### src/rtl/fetch_pkg.sv
// fetch_pkg: shared types and default parameters for the instruction-fetch stage
package fetch_pkg;
  localparam int DEF_XLEN = 64;
  localparam int DEF_ILEN = 32;
  localparam int DEF_FQ_DEPTH = 4;
  localparam logic [DEF_XLEN-1:0] DEF_RESET_PC = '0;
  typedef enum logic {RUN, HALT} fetch_state_e;
  typedef struct packed {
    logic [DEF_XLEN-1:0] pc;
    logic [DEF_ILEN-1:0] instr;
    logic misalign;
  } fq_entry_t;
endpackage

### src/rtl/fetch_queue.sv
// fetch_queue: synchronous FIFO; flush discards the contents, and an enq in the
// same cycle lands as the sole entry of the emptied queue.
module fetch_queue import fetch_pkg::*; #(
  parameter int DEPTH = DEF_FQ_DEPTH,
  parameter type T = fq_entry_t
) (
  input  logic clk,
  input  logic rst,
  input  logic flush,
  input  logic enq,
  input  T enq_data,
  input  logic deq,
  output T head,
  output logic [$clog2(DEPTH):0] count
);
  localparam int AW = $clog2(DEPTH);
  localparam int CW = AW + 1;
  T mem [DEPTH];
  logic [AW-1:0] rd_q, wr_q;
  always_ff @(posedge clk) begin
    if (rst) begin
      rd_q <= '0;
      wr_q <= '0;
      count <= '0;
    end else if (flush) begin
      rd_q <= '0;
      wr_q <= AW'(enq);
      count <= CW'(enq);
    end else begin
      rd_q <= rd_q + AW'(deq);
      wr_q <= wr_q + AW'(enq);
      count <= count + CW'(enq) - CW'(deq);
    end
  end
  always_ff @(posedge clk)
    if (enq) mem[flush ? '0 : wr_q] <= enq_data;
  assign head = mem[rd_q];
endmodule

### src/rtl/fetch_unit.sv
// fetch_unit: PC generation, redirect handling and credit-based issue into a
// decoupling fetch queue feeding ID.
module fetch_unit import fetch_pkg::*; #(
  parameter int XLEN = DEF_XLEN,
  parameter int ILEN = DEF_ILEN,
  parameter int FQ_DEPTH = DEF_FQ_DEPTH,
  parameter logic [XLEN-1:0] RESET_PC = XLEN'(DEF_RESET_PC)
) (
  input  logic clk,
  input  logic rst,
  output logic o_imem_req,
  output logic [XLEN-1:0] o_imem_addr,
  input  logic [ILEN-1:0] i_imem_rdata,
  input  logic i_ex_redirect,
  input  logic [XLEN-1:0] i_ex_target,
  input  logic i_id_redirect,
  input  logic [XLEN-1:0] i_id_target,
  output logic o_valid,
  input  logic i_id_ready,
  output logic [ILEN-1:0] o_instr,
  output logic [XLEN-1:0] o_pc,
  output logic o_misalign,
  output logic [$clog2(FQ_DEPTH):0] o_fq_count
);
  localparam int CW = $clog2(FQ_DEPTH) + 1;
  typedef struct packed {
    logic [XLEN-1:0] pc;
    logic [ILEN-1:0] instr;
    logic misalign;
  } entry_t;
  fetch_state_e state_q, state_d;
  logic [XLEN-1:0] pc_q, pc_d, req_pc_q, tgt;
  logic inflight_q, redirect, aligned, deq, credit, issue, enq;
  logic [CW:0] occ;
  logic [CW-1:0] count;
  entry_t enq_data, head;
  assign redirect = ~rst & (i_ex_redirect | i_id_redirect);
  assign tgt = i_ex_redirect ? i_ex_target : i_id_target;
  assign aligned = tgt[1:0] == 2'b00;
  assign o_valid = ~rst & ~redirect & (count != '0);
  assign deq = o_valid & i_id_ready;
  // Entries the queue will hold once the outstanding response lands, net of this cycle's dequeue.
  assign occ = {1'b0, count} + (CW+1)'(inflight_q) - (CW+1)'(deq);
  assign credit = occ < (CW+1)'(FQ_DEPTH);
  assign issue = redirect ? aligned : (~rst & (state_q == RUN) & credit);
  assign o_imem_req = issue;
  assign o_imem_addr = redirect ? {tgt[XLEN-1:2], 2'b00} : pc_q;
  assign enq = redirect ? ~aligned : (~rst & inflight_q);
  assign enq_data = redirect ? entry_t'{pc: tgt, instr: '0, misalign: 1'b1}
                             : entry_t'{pc: req_pc_q, instr: i_imem_rdata, misalign: 1'b0};
  assign o_instr = o_valid ? head.instr : '0;
  assign o_pc = o_valid ? head.pc : '0;
  assign o_misalign = o_valid & head.misalign;
  assign o_fq_count = rst ? '0 : count;
  always_comb begin
    state_d = redirect ? (aligned ? RUN : HALT) : state_q;
    pc_d = issue ? o_imem_addr + XLEN'(4) : pc_q;
  end
  always_ff @(posedge clk) begin
    if (rst) begin
      state_q <= RUN;
      pc_q <= RESET_PC;
      inflight_q <= 1'b0;
      req_pc_q <= RESET_PC;
    end else begin
      state_q <= state_d;
      pc_q <= pc_d;
      inflight_q <= issue;
      if (issue) req_pc_q <= o_imem_addr;
    end
  end
  fetch_queue #(.DEPTH(FQ_DEPTH), .T(entry_t)) u_fq (
    .clk(clk),
    .rst(rst),
    .flush(redirect),
    .enq(enq),
    .enq_data(enq_data),
    .deq(deq),
    .head(head),
    .count(count)
  );
endmodule
### config.mk
export PLATFORM = sky130hd
export DESIGN_NAME = fetch_unit
export DESIGN_NICKNAME = d
export VERILOG_FILES = /design/src/rtl/fetch_pkg.sv /design/src/rtl/fetch_queue.sv /design/src/rtl/fetch_unit.sv
export SDC_FILE = /design/constraint.sdc
export NUM_CORES = 1
export LEC_CHECK = 0
export ABC_CLOCK_PERIOD_IN_PS = 13160
export CAP_MARGIN = 20
export CORE_MARGIN = 8
export CORE_UTILIZATION = 27
export CTS_CLUSTER_DIAMETER = 100
export DETAILED_ROUTE_END_ITERATION = 8
export HOLD_SLACK_MARGIN = 0.02
export PLACE_DENSITY_LB_ADDON = 0.05
export SLEW_MARGIN = 15
export SYNTH_ARGS = -nofsm -noshare
export SYNTH_HDL_FRONTEND = slang
export SYNTH_SLANG_ARGS = --single-unit
### constraint.sdc
create_clock -name clk -period 13.16 [get_ports clk]
set_clock_uncertainty 0.2 [all_clocks]
set_input_delay 1.316 -clock clk [delete_from_list [all_inputs] [get_ports clk]]
set_output_delay 1.316 -clock clk [all_outputs]
set_load 0.01 [all_outputs]
==> out/metrics.cfg, run 1 <==
[floorplan]
die_area_mm2=0.0971
fp.dieH_um=312
core_mm2=0.0868
row_count=108
fp.dieW_um=312
ioPinCount=331
initial_utilization_pct=27.2

[clock_tree]
clockRootBuffer=clkbuf_16
cts_tree=yes
path_clk_slew_ns=0.06
cts_buffers=61
ctsResizeCount=0
clockBufferDepth=3
cts.sinks=523
insertion_delay_ns=0.63
cts_hold_buf=0
cts_setup_buffers=0
cts_max_level=2

[logic_synthesis]
synth_top_area_share_pct=49.4
ys_types=84
ys_warn_count=0
synth_edf_count=388
syn_area_mm2=0.0236
synth.avg_cell_area_um2=13.4
synth_flop_cell=edfxtp_1
ys_seq_elements=523
ys_seq_area_share_pct=60.8
synthesis.nets=1932
synth_area_leaders=edfxtp_1 (49%), dfxtp_1 (11%), mux4_2 (9.3%)
syn_inst=1761
async_reset_ff_share_pct=0
synth_top_area_cell=edfxtp_1

[layout]
finalNetCount=2227
drive_gt1_share_pct=14.5
final_core_util_pct=34.6
area_growth_pct=27.1
num-fill-cells=8559
ff_latch_area_mm2=0.0144
finalNonFillerCells=3265
multi_input_area_mm2=0.00849
final_area_mm2=0.0300
final_cell_mix=edfxtp_1 (388), clkdlybuf4s50_1 (328), and2_1 (141), dfxtp_1 (133), nor2_1 (130)
layout_commonest_cell=edfxtp_1

[timing]
worstMarginPinSlew_ns=0.993
final-setup-viol-count=0
setup_tns_ns=0
timing.fmax_ghz=0.137
holdWs_ns=0.254
rsz0062_at_grt=false
maxSlewHeadroom_pct=33.8
period_share_pct=55.6
min_period_ns=7.32
finalHoldViolations=0
slew_violations=0
setup_slack_ns=5.84

[global_route]
overflow=0
met1_usage_pct=19.8
met3_usage_pct=4.48
grt_use_total_pct=15.5
grt_max_degree=104
grt_pass1_wl_mm=114
grt-busiest-layer=met2
use_met2_pct=25.9
antenna_found_initial=5
grt_pass1_vias=16500

[critical_path]
cp_num_buf_inv=5
arrival_ns=5.81
slowest_delay_ns=0.77
crit_path_max_fanout=62
critPathTopFamily=buffers and inverters
end_kind=output port
crit_type=in2out
start_kind=primary input
cp_data_required_time_ns=11.64
crit_path_cell_trace=clkdlybuf4s50_1 > buf_4 > or4b_1 > or3_1 > ha_1 > nand2_1 > nor4_1 > o2111a_1 > nor3_4 > buf_4 > inv_4 > clkdlybuf4s50_1
cp_slowest_cell=clkdlybuf4s50_1

[detailed_routing]
viasPerCell=4.82
ant_nets=0
drc=0
vias=15700
wl_per_cell_um=23.8
dr.pass1.iters=5
wirelength_mm=77.7
drtIter0Drc=899

[placed_design]
port-buffer-count=330
dp_cells=3147
pre_cts_ws_ns=5.83
routabilityCongestion=0.761
hpwl_mm=51.9
placed_area_mm2=0.0280

[hold_path]
hp-class=reg2reg

[power]
power_density_mw_per_mm2=132
ir_worst_vdd_mv=0.0801
total_power_mw=3.95
p_leak_nw=9.78

[flow_run]
drv_cap=0

[status]
outcome=complete, no violations

[report_power, final]
| group | internal (mW) | total, mW | switching, mW |
|---|---|---|---|
| clock network | 0.948 | 1.63 | 0.684 |
| registers | 1.84 | 1.86 | 0.0217 |
| logic | 0.192 | 0.457 | 0.265 |
| total | 2.98 | 3.95 | 0.971 |
[cell type report]
| cell class | instances | area share (%) |
|---|---|---|
| sequential | 523 | 47.9 |
| multi-input combinational | 1051 | 28.3 |
| timing repair buffer | 355 | 11.7 |
| clock buffer | 83 | 5.74 |
| tap | 1155 | 4.82 |
| inverter | 64 | 0.818 |
| clock inverter | 31 | 0.701 |
| antenna | 3 | 0.0250 |
[cells by family (layout without fill, tap and decap cells)]
family,count (synthesis),after routing,synth area share (%)
AND/OR/NAND/NOR,593,593,13.7
buffers and inverters,187,533,3.46
flip-flops,523,523,60.8
XOR/XNOR,26,26,0.965
other,0,3,0
adder cells (fa/ha/maj),6,6,0.350
AO/OA/AOI/OAI,243,243,7.26
multiplexers,183,183,13.5
[final timing paths]
check / from / endpoint / slack (ns) / cells after the start
min reg2reg: req_pc_q[18]$_SDFFE_PP0P_ / req_pc_q[18]$_SDFFE_PP0P_ / 0.25 / 2
min: req_pc_q[18]$_SDFFE_PP0P_ / req_pc_q[18]$_SDFFE_PP0P_ / 0.25 / 2
max reg2reg: u_fq.count[2]$_SDFF_PP0_ / pc_q[40]$_SDFFE_PP0P_ / 8.35 / 13
max: i_id_redirect / o_imem_req / 5.84 / 12
[layer usage]
metal | routed length, µm | part of all wire, % | up-vias
met1 | 33800 | 43 | 7959
li1 | - | - | 7282
met4 | 1400 | 1.8 | 2
met3 | 5300 | 6.8 | 80
met5 | 13 | 0.017 | -
met2 | 37200 | 48 | 411
[tightest hold or removal path: cells and delay by family (launching register included)]
family	cells	cell delay [ns]
compound gates	1	0.05
flops	1	0.31
simple gates	1	0.05
[synthesized netlist by cell type, types with 6 or more instances]
library cell	count
a211oi_1	28
a21o_1	6
a21oi_1	67
a221o_1	6
a311oi_1	9
a31oi_1	13
and2_1	142
and3_1	8
and4_1	6
buf_1	14
buf_2	8
buf_6	8
clkbuf_1	88
dfxtp_1	135
edfxtp_1	388
inv_1	62
mux2i_1	63
mux2i_2	11
mux2i_4	7
mux4_2	97
nand2_1	117
nand3_1	29
nand4_1	19
nor2_1	133
nor2b_1	6
nor3_1	39
nor4_1	20
o21a_1	7
o21ai_0	41
o221a_2	17
o31ai_1	8
or3_1	10
or4_1	12
or4b_2	13
xnor2_1	23
[registers in the layout (all words and copies together), names as in the netlist]
signal and flops:
state_q 1, u_fq.rd_q 2, inflight_q 1, pc_q 64
u_fq.wr_q 2, u_fq.count 3, req_pc_q 62, u_fq.mem 388
No activity file was read; power rests on OpenSTA's default activity.
==> run 2: changes to the inputs <==
--- a/config.mk
+++ b/config.mk
@@ -5,7 +5,7 @@
 export SDC_FILE = /design/constraint.sdc
 export NUM_CORES = 1
 export LEC_CHECK = 0
-export ABC_CLOCK_PERIOD_IN_PS = 13160
+export ABC_CLOCK_PERIOD_IN_PS = 6900
 export CAP_MARGIN = 20
 export CORE_MARGIN = 8
 export CORE_UTILIZATION = 27
==> constraint.sdc (replaced) <==
create_clock -name clk -period 6.9 [get_ports clk]
set_clock_uncertainty 0.2 [all_clocks]
set_input_delay 0.69 -clock clk [delete_from_list [all_inputs] [get_ports clk]]
set_output_delay 0.69 -clock clk [all_outputs]
set_load 0.01 [all_outputs]
==> run 2 against run 1 <==
Hold slack worse by 0.0028 ns. Sequential share of layout area decreased by 0.49 points. Non-clock buffer count is 9 higher. Register-to-register slack got worse by 5.3 ns.
==> out/metrics.cfg, run 2 (same netlist as run 1, synthesis figures left out) <==
[critical_path]
crit_type=in2out  ; unchanged
critPathMostFrequentCell=clkdlybuf4s50_1
cp_data_required_time_ns=6.01  ; was 11.64 ns
start_kind=primary input  ; unchanged
end_kind=output port  ; unchanged
slowest_delay_ns=0.71  ; was 0.77 ns
arrival_ns=4.32  ; was 5.81 ns
crit_path_cell_trace=clkdlybuf4s50_1 > buf_4 > or4b_1 > or3_1 > ha_1 > nand2_1 > nor4_1 > o2111a_1 > nor3_4 > inv_4 > clkdlybuf4s50_1  ; was clkdlybuf4s50_1 > buf_4 > or4b_1 > or3_1 > ha_1 > nand2_1 > nor4_1 > o2111a_1 > nor3_4 > buf_4 > inv_4 > clkdlybuf4s50_1
r2r_slack_ns=3.09  ; was 8.35 ns
crit_path_max_fanout=13  ; was 62
cp_slowest_cell=clkdlybuf4s50_1  ; unchanged

[clock_tree]
cts_hold_buf=0  ; unchanged
cts_tree=yes  ; unchanged
insertion_delay_ns=0.59  ; was 0.63 ns
cts.sinks=523  ; unchanged
clockRootBuffer=clkbuf_16  ; unchanged
clockBufferDepth=3  ; unchanged
cts_buffers=66  ; was 61
ctsResizeCount=0  ; unchanged
cts_max_level=3  ; was 2
cts_setup_buffers=0  ; unchanged
path_clk_slew_ns=0.05  ; was 0.06 ns

[placed_design]
routabilityCongestion=0.784  ; was 0.761
port-buffer-count=330  ; unchanged
hpwl_mm=51.6  ; was 51.9 mm
pre_cts_ws_ns=1.47  ; was 5.83 ns

[timing]
worstMarginPinSlew_ns=0.992  ; was 0.993 ns
holdWs_ns=0.251  ; was 0.254 ns
final-setup-viol-count=0  ; unchanged
rsz0062_at_grt=false  ; unchanged
period_share_pct=75.5
min_period_ns=5.21
slew_violations=0  ; unchanged
setup_tns_ns=0  ; unchanged
setup_slack_ns=1.69  ; was 5.84 ns
finalHoldViolations=0  ; unchanged
timing.fmax_ghz=0.192
maxSlewHeadroom_pct=33.9  ; was 33.8%

[detailed_routing]
drtIter0Drc=859  ; was 899
dr.pass1.iters=5  ; unchanged
ant_nets=0  ; unchanged
wl_per_cell_um=23.8  ; about the same
viasPerCell=4.80  ; was 4.82
vias=15700  ; about the same
drc=0  ; unchanged
wirelength_mm=77.9  ; was 77.7 mm

[global_route]
grt_use_total_pct=15.6  ; was 15.5%
grt_max_degree=144  ; was 104
overflow=0  ; unchanged
antenna_found_initial=6  ; was 5
grt_pass1_vias=16500  ; about the same
grt_pass1_wl_mm=114  ; about the same

[layout]
multi_input_area_mm2=0.00849  ; about the same
drive_gt1_share_pct=15.0  ; was 14.5%
area_growth_pct=28.4  ; was 27.1%
finalNetCount=2241  ; was 2227
num-fill-cells=8546  ; was 8559
ff_latch_area_mm2=0.0144  ; unchanged
reg_top3=u_fq.mem: 388 flops, pc_q: 64 flops, req_pc_q: 62 flops  ; unchanged
largest_reg_flops=388  ; unchanged
final_cell_mix=edfxtp_1 (388), clkdlybuf4s50_1 (328), and2_1 (141), dfxtp_1 (133), nor2_1 (130)  ; unchanged
largest-register=u_fq.mem  ; unchanged
layout_commonest_cell=edfxtp_1  ; unchanged

[floorplan]
fp.dieH_um=312  ; unchanged
initial_utilization_pct=27.2  ; unchanged
die_area_mm2=0.0971  ; unchanged
ioPinCount=331  ; unchanged
fp.dieW_um=312  ; unchanged
row_count=108  ; unchanged
core_mm2=0.0868  ; unchanged

[power]
p_leak_nw=9.91  ; was 9.78 nW
power_density_mw_per_mm2=258  ; was 132 mW/mm²
ir_worst_vdd_mv=0.159  ; was 0.0801 mV
total_power_mw=7.83  ; was 3.95 mW

[status]
outcome=complete, no violations  ; unchanged

[hold_path]
hp-class=reg2reg  ; unchanged

[flow_run]
drv_cap=0  ; unchanged

## run 2: cell count changes in the layout (fill, tap and decap cells not counted), moves of 4 or more
cell,change
bufinv_16,+4
clkbuf_8,-7
clkinv_2,-4
clkinvlp_4,+4
buf_12,+6
buf_4,+4
clkbuf_16,+6
## run 2: metal layers
metal / up-vias / global-route usage (%) / wire length [µm]
met3: 98 / 4.56 / 5130
met4: 0 / 3.95 / 1850
met1: 7918 / 20.9 / 35300
met2: 398 / 24.6 / 35700
met5: - / 0 / 0
li1: 7314 / - / -
## run 2: final timing paths
path,start,endpoint,depth (start not counted)
worst max-delay path,i_id_redirect,o_imem_req,11
worst min register to register,req_pc_q[31]$_SDFFE_PP0P_,req_pc_q[31]$_SDFFE_PP0P_,2
worst max register to register,pc_q[2]$_SDFFE_PP0P_,pc_q[46]$_SDFFE_PP0P_,9
worst min-delay path,req_pc_q[31]$_SDFFE_PP0P_,req_pc_q[31]$_SDFFE_PP0P_,2
## run 2: area by class of cell
type,instances,share of cell area (%)
Tap cell,1155,4.77
Sequential cell,523,47.4
Clock inverter,36,1.12
Multi-Input combinational cell,1051,28.0
Timing Repair Buffer,364,12.0
Inverter,64,0.809
Antenna cell,3,0.0248
Clock buffer,82,5.86
## run 2: through the flow
stage | cell area (µm²) | util [%] | cells
finish | 30300 | 34.9 | 3278
CTS | 30300 | 34.9 | 3275
global placement | 28200 | 32.5 | 3157
detailed placement | 28200 | 32.5 | 3157
global route | 30300 | 34.9 | 3275
floorplan | 23600 | - | 1761
## run 2: power by group
group	total [mW]	switching, mW	internal (mW)
Sequential	3.55	0.0395	3.51
Combinational	0.882	0.510	0.373
Clock	3.39	1.34	2.05
Total	7.83	1.89	5.93
## run 2: critical path: cells and delay by family
family	cells	cell delay, ns
AOI/OAI and AO/OA	1	0.31
adders and majority gates	1	0.32
buffers and inverters	4	1.52
and+or+nand+nor	5	1.47
==> run 3: changes to the inputs <==
--- a/config.mk
+++ b/config.mk
@@ -5,7 +5,7 @@
 export SDC_FILE = /design/constraint.sdc
 export NUM_CORES = 1
 export LEC_CHECK = 0
-export ABC_CLOCK_PERIOD_IN_PS = 6900
+export ABC_CLOCK_PERIOD_IN_PS = 4300
 export CAP_MARGIN = 20
 export CORE_MARGIN = 8
 export CORE_UTILIZATION = 27
==> constraint.sdc (replaced) <==
create_clock -name clk -period 4.3 [get_ports clk]
set_clock_uncertainty 0.2 [all_clocks]
set_input_delay 0.43 -clock clk [delete_from_list [all_inputs] [get_ports clk]]
set_output_delay 0.43 -clock clk [all_outputs]
set_load 0.01 [all_outputs]
==> run 3 against run 2 <==
Die area unchanged. Sequential cell count unchanged. Routed wire length up 1.6%. Sequential share of layout area down 1.6 points. Hold slack worse by 0.14 ns. First-iteration DRC count up 4.8%. Largest cell class unchanged.
==> out/metrics.cfg, run 3 (same netlist as run 1, synthesis figures left out) <==
[status]
outcome=complete, no violations  ; unchanged

[critical_path]
r2r_start=pc_q[2]$_SDFFE_PP0P_  ; unchanged
arrival_ns=3.50  ; was 4.32 ns
crit_path_cell_trace=clkdlybuf4s50_1 > or4b_1 > or3_1 > ha_1 > nand2_1 > nor4_2 > o31ai_1 > nor3_4 > inv_4 > buf_4  ; was clkdlybuf4s50_1 > buf_4 > or4b_1 > or3_1 > ha_1 > nand2_1 > nor4_1 > o2111a_1 > nor3_4 > inv_4 > clkdlybuf4s50_1
crit_type=in2out  ; unchanged
end_kind=output port  ; unchanged
cp_data_required_time_ns=3.67  ; was 6.01 ns
critPathTopFamily=simple AND/OR/NAND/NOR gates  ; was buffers and inverters
cp_slowest_cell=clkdlybuf4s50_1  ; unchanged
cp_num_buf_inv=3  ; was 4
r2r_slack_ns=1.03  ; was 3.09 ns
crit_path_max_fanout=10  ; was 13
start_kind=primary input  ; unchanged
slowest_delay_ns=0.63  ; was 0.71 ns
startpoint=i_id_ready  ; was i_id_redirect

[power]
p_sw_mw=3.02  ; was 1.89 mW
ir_worst_vdd_mv=0.272  ; was 0.159 mV
power_density_mw_per_mm2=403  ; was 258 mW/mm²
combPwrFrac_pct=12.2  ; was 11.3%
p_leak_nw=10.6  ; was 9.91 nW
p_int_mw=9.60  ; was 5.93 mW
p_seq_share_pct=45.2  ; was 45.3%
total_power_mw=12.6  ; was 7.83 mW
clkPwrFrac_pct=42.6  ; was 43.4%
switching_share_pct=24.0  ; was 24.2%

[placed_design]
hpwl_mm=55.1  ; was 51.6 mm
routabilityCongestion=0.805  ; was 0.784
placed_area_mm2=0.0292  ; was 0.0282 mm²
port-buffer-count=330  ; unchanged

[floorplan]
die_area_mm2=0.0971  ; unchanged
core_mm2=0.0868  ; unchanged
initial_utilization_pct=27.2  ; unchanged
fp.dieW_um=312  ; unchanged
row_count=108  ; unchanged
fp.dieH_um=312  ; unchanged
ioPinCount=331  ; unchanged

[detailed_routing]
wirelength_mm=79.2  ; was 77.9 mm
vias=16300  ; was 15700
drc=0  ; unchanged
viasPerCell=4.80  ; about the same
wl_per_cell_um=23.3  ; was 23.8 µm
ant_nets=0  ; unchanged
dr.pass1.iters=5  ; unchanged
drtIter0Drc=900  ; was 859

[layout]
largest-register=u_fq.mem  ; unchanged
area_growth_pct=32.8  ; was 28.4%
reg_top3=u_fq.mem: 388 flops, pc_q: 64 flops, req_pc_q: 62 flops  ; unchanged
final_area_mm2=0.0314  ; was 0.0303 mm²
drive_gt1_share_pct=19.9  ; was 15.0%
finalNetCount=2361  ; was 2241
largest_reg_flops=388  ; unchanged
layout_commonest_cell=edfxtp_1  ; unchanged
final_cell_mix=edfxtp_1 (388), clkdlybuf4s50_1 (319), buf_4 (144), and2_1 (141), dfxtp_1 (133)  ; was edfxtp_1 (388), clkdlybuf4s50_1 (328), and2_1 (141), dfxtp_1 (133), nor2_1 (130)

[clock_tree]
cts_max_level=3  ; unchanged
clockRootBuffer=clkbuf_16  ; unchanged
cts_buffers=66  ; unchanged
path_clk_slew_ns=0.06  ; was 0.05 ns
clockBufferDepth=3  ; unchanged
insertion_delay_ns=0.59  ; about the same
cts_setup_buffers=0  ; unchanged
cts.sinks=523  ; unchanged
cts_tree=yes  ; unchanged

[timing]
period_share_pct=96.2
maxSlewHeadroom_pct=36.7  ; was 33.9%
worstMarginPinSlew_ns=0.939  ; was 0.992 ns
min_period_ns=4.13
final-setup-viol-count=0  ; unchanged
finalHoldViolations=0  ; unchanged
slew_violations=0  ; unchanged
rsz0062_at_grt=false  ; unchanged
timing.fmax_ghz=0.242

[global_route]
grt_max_degree=62  ; was 144
grt_pass1_vias=17300  ; was 16500
grt_use_total_pct=15.9  ; was 15.6%
antenna_found_initial=3  ; was 6
grt_pass1_wl_mm=117  ; was 114 mm
overflow=0  ; unchanged

[flow_run]
drv_cap=0  ; unchanged

[hold_path]
min_from=rst  ; was req_pc_q[31]$_SDFFE_PP0P_
hp-class=in2reg  ; was reg2reg

==> run 3: path summary, 6_finish.rpt <==
check / end / cells past startpoint
max reg2reg: pc_q[40]$_SDFFE_PP0P_ / 9
min reg2reg: req_pc_q[44]$_SDFFE_PP0P_ / 2
max: o_imem_req / 10
min: req_pc_q[39]$_SDFFE_PP0P_ / 3
==> run 3: routing by layer <==
metal | vias up | part of all wire (%) | GRT usage (%)
met4 | 2 | 1.9 | 3.61
met1 | 8221 | 45 | 20.8
met2 | 409 | 47 | 26.3
met3 | 93 | 5.7 | 4.16
met5 | - | 0.016 | 0
li1 | 7564 | - | -
==> run 3: stage by stage <==
step | util, % | setup TNS (ns) | worst slack [ns] | hold slack [ns] | std cells
after CTS | 36.1 | 0 | 0.0525 | 0.0637 | 3395
after detailed placement | 33.7 | -2.03 | -0.138 | 0.244 | 3276
after global placement | 33.7 | -0.0578 | -0.0506 | 0.238 | 3276
final | 36.1 | 0 | 0.165 | 0.115 | 3396
after global routing | 36.1 | 0 | 0.0199 | 0.0939 | 3395
after floorplan | - | -141.71 | -0.567 | 0.227 | 1761
==> run 3: area by class of cell <==
| cell class | instances | area [µm²] |
|---|---|---|
| Clock inverter | 25 | 233 |
| Tap cell | 1155 | 1450 |
| Antenna cell | 1 | 2.50 |
| Fill cell | 8520 | 55400 |
| Multi-Input combinational cell | 1051 | 8510 |
| Sequential cell | 523 | 14400 |
| Timing Repair Buffer | 484 | 4680 |
| Clock buffer | 93 | 1870 |
| Inverter | 64 | 245 |
==> run 3: worst register-to-register path, stage by stage, from the launching register on <==
cell,delay (ns)
dfxtp_1,0.33
inv_1,0.04
a221oi_1,0.42
ha_1,0.25
inv_1,0.07
or4_1,0.61
or4_1,0.64
nor2_1,0.13
a211oi_1,0.08
a2111oi_0,0.37
==> run 3: power by group through the flow <==
stage | combinational, mW | clock (mW) | sequential (mW)
after detailed placement | 1.58 | 0 | 5.80
final | 1.54 | 5.38 | 5.70
after CTS | 1.59 | 5.59 | 5.70
after floorplan | 0.763 | 0 | 5.78
after global placement | 1.57 | 0 | 5.80
after global routing | 1.69 | 5.76 | 5.71
==> run 3: what timing repair did <==
item                                   CTS  global route
setup endpoints to repair                0             1
resized for setup                        0             1
hold buffers                             1             0
endpoints found under the hold margin    6             0
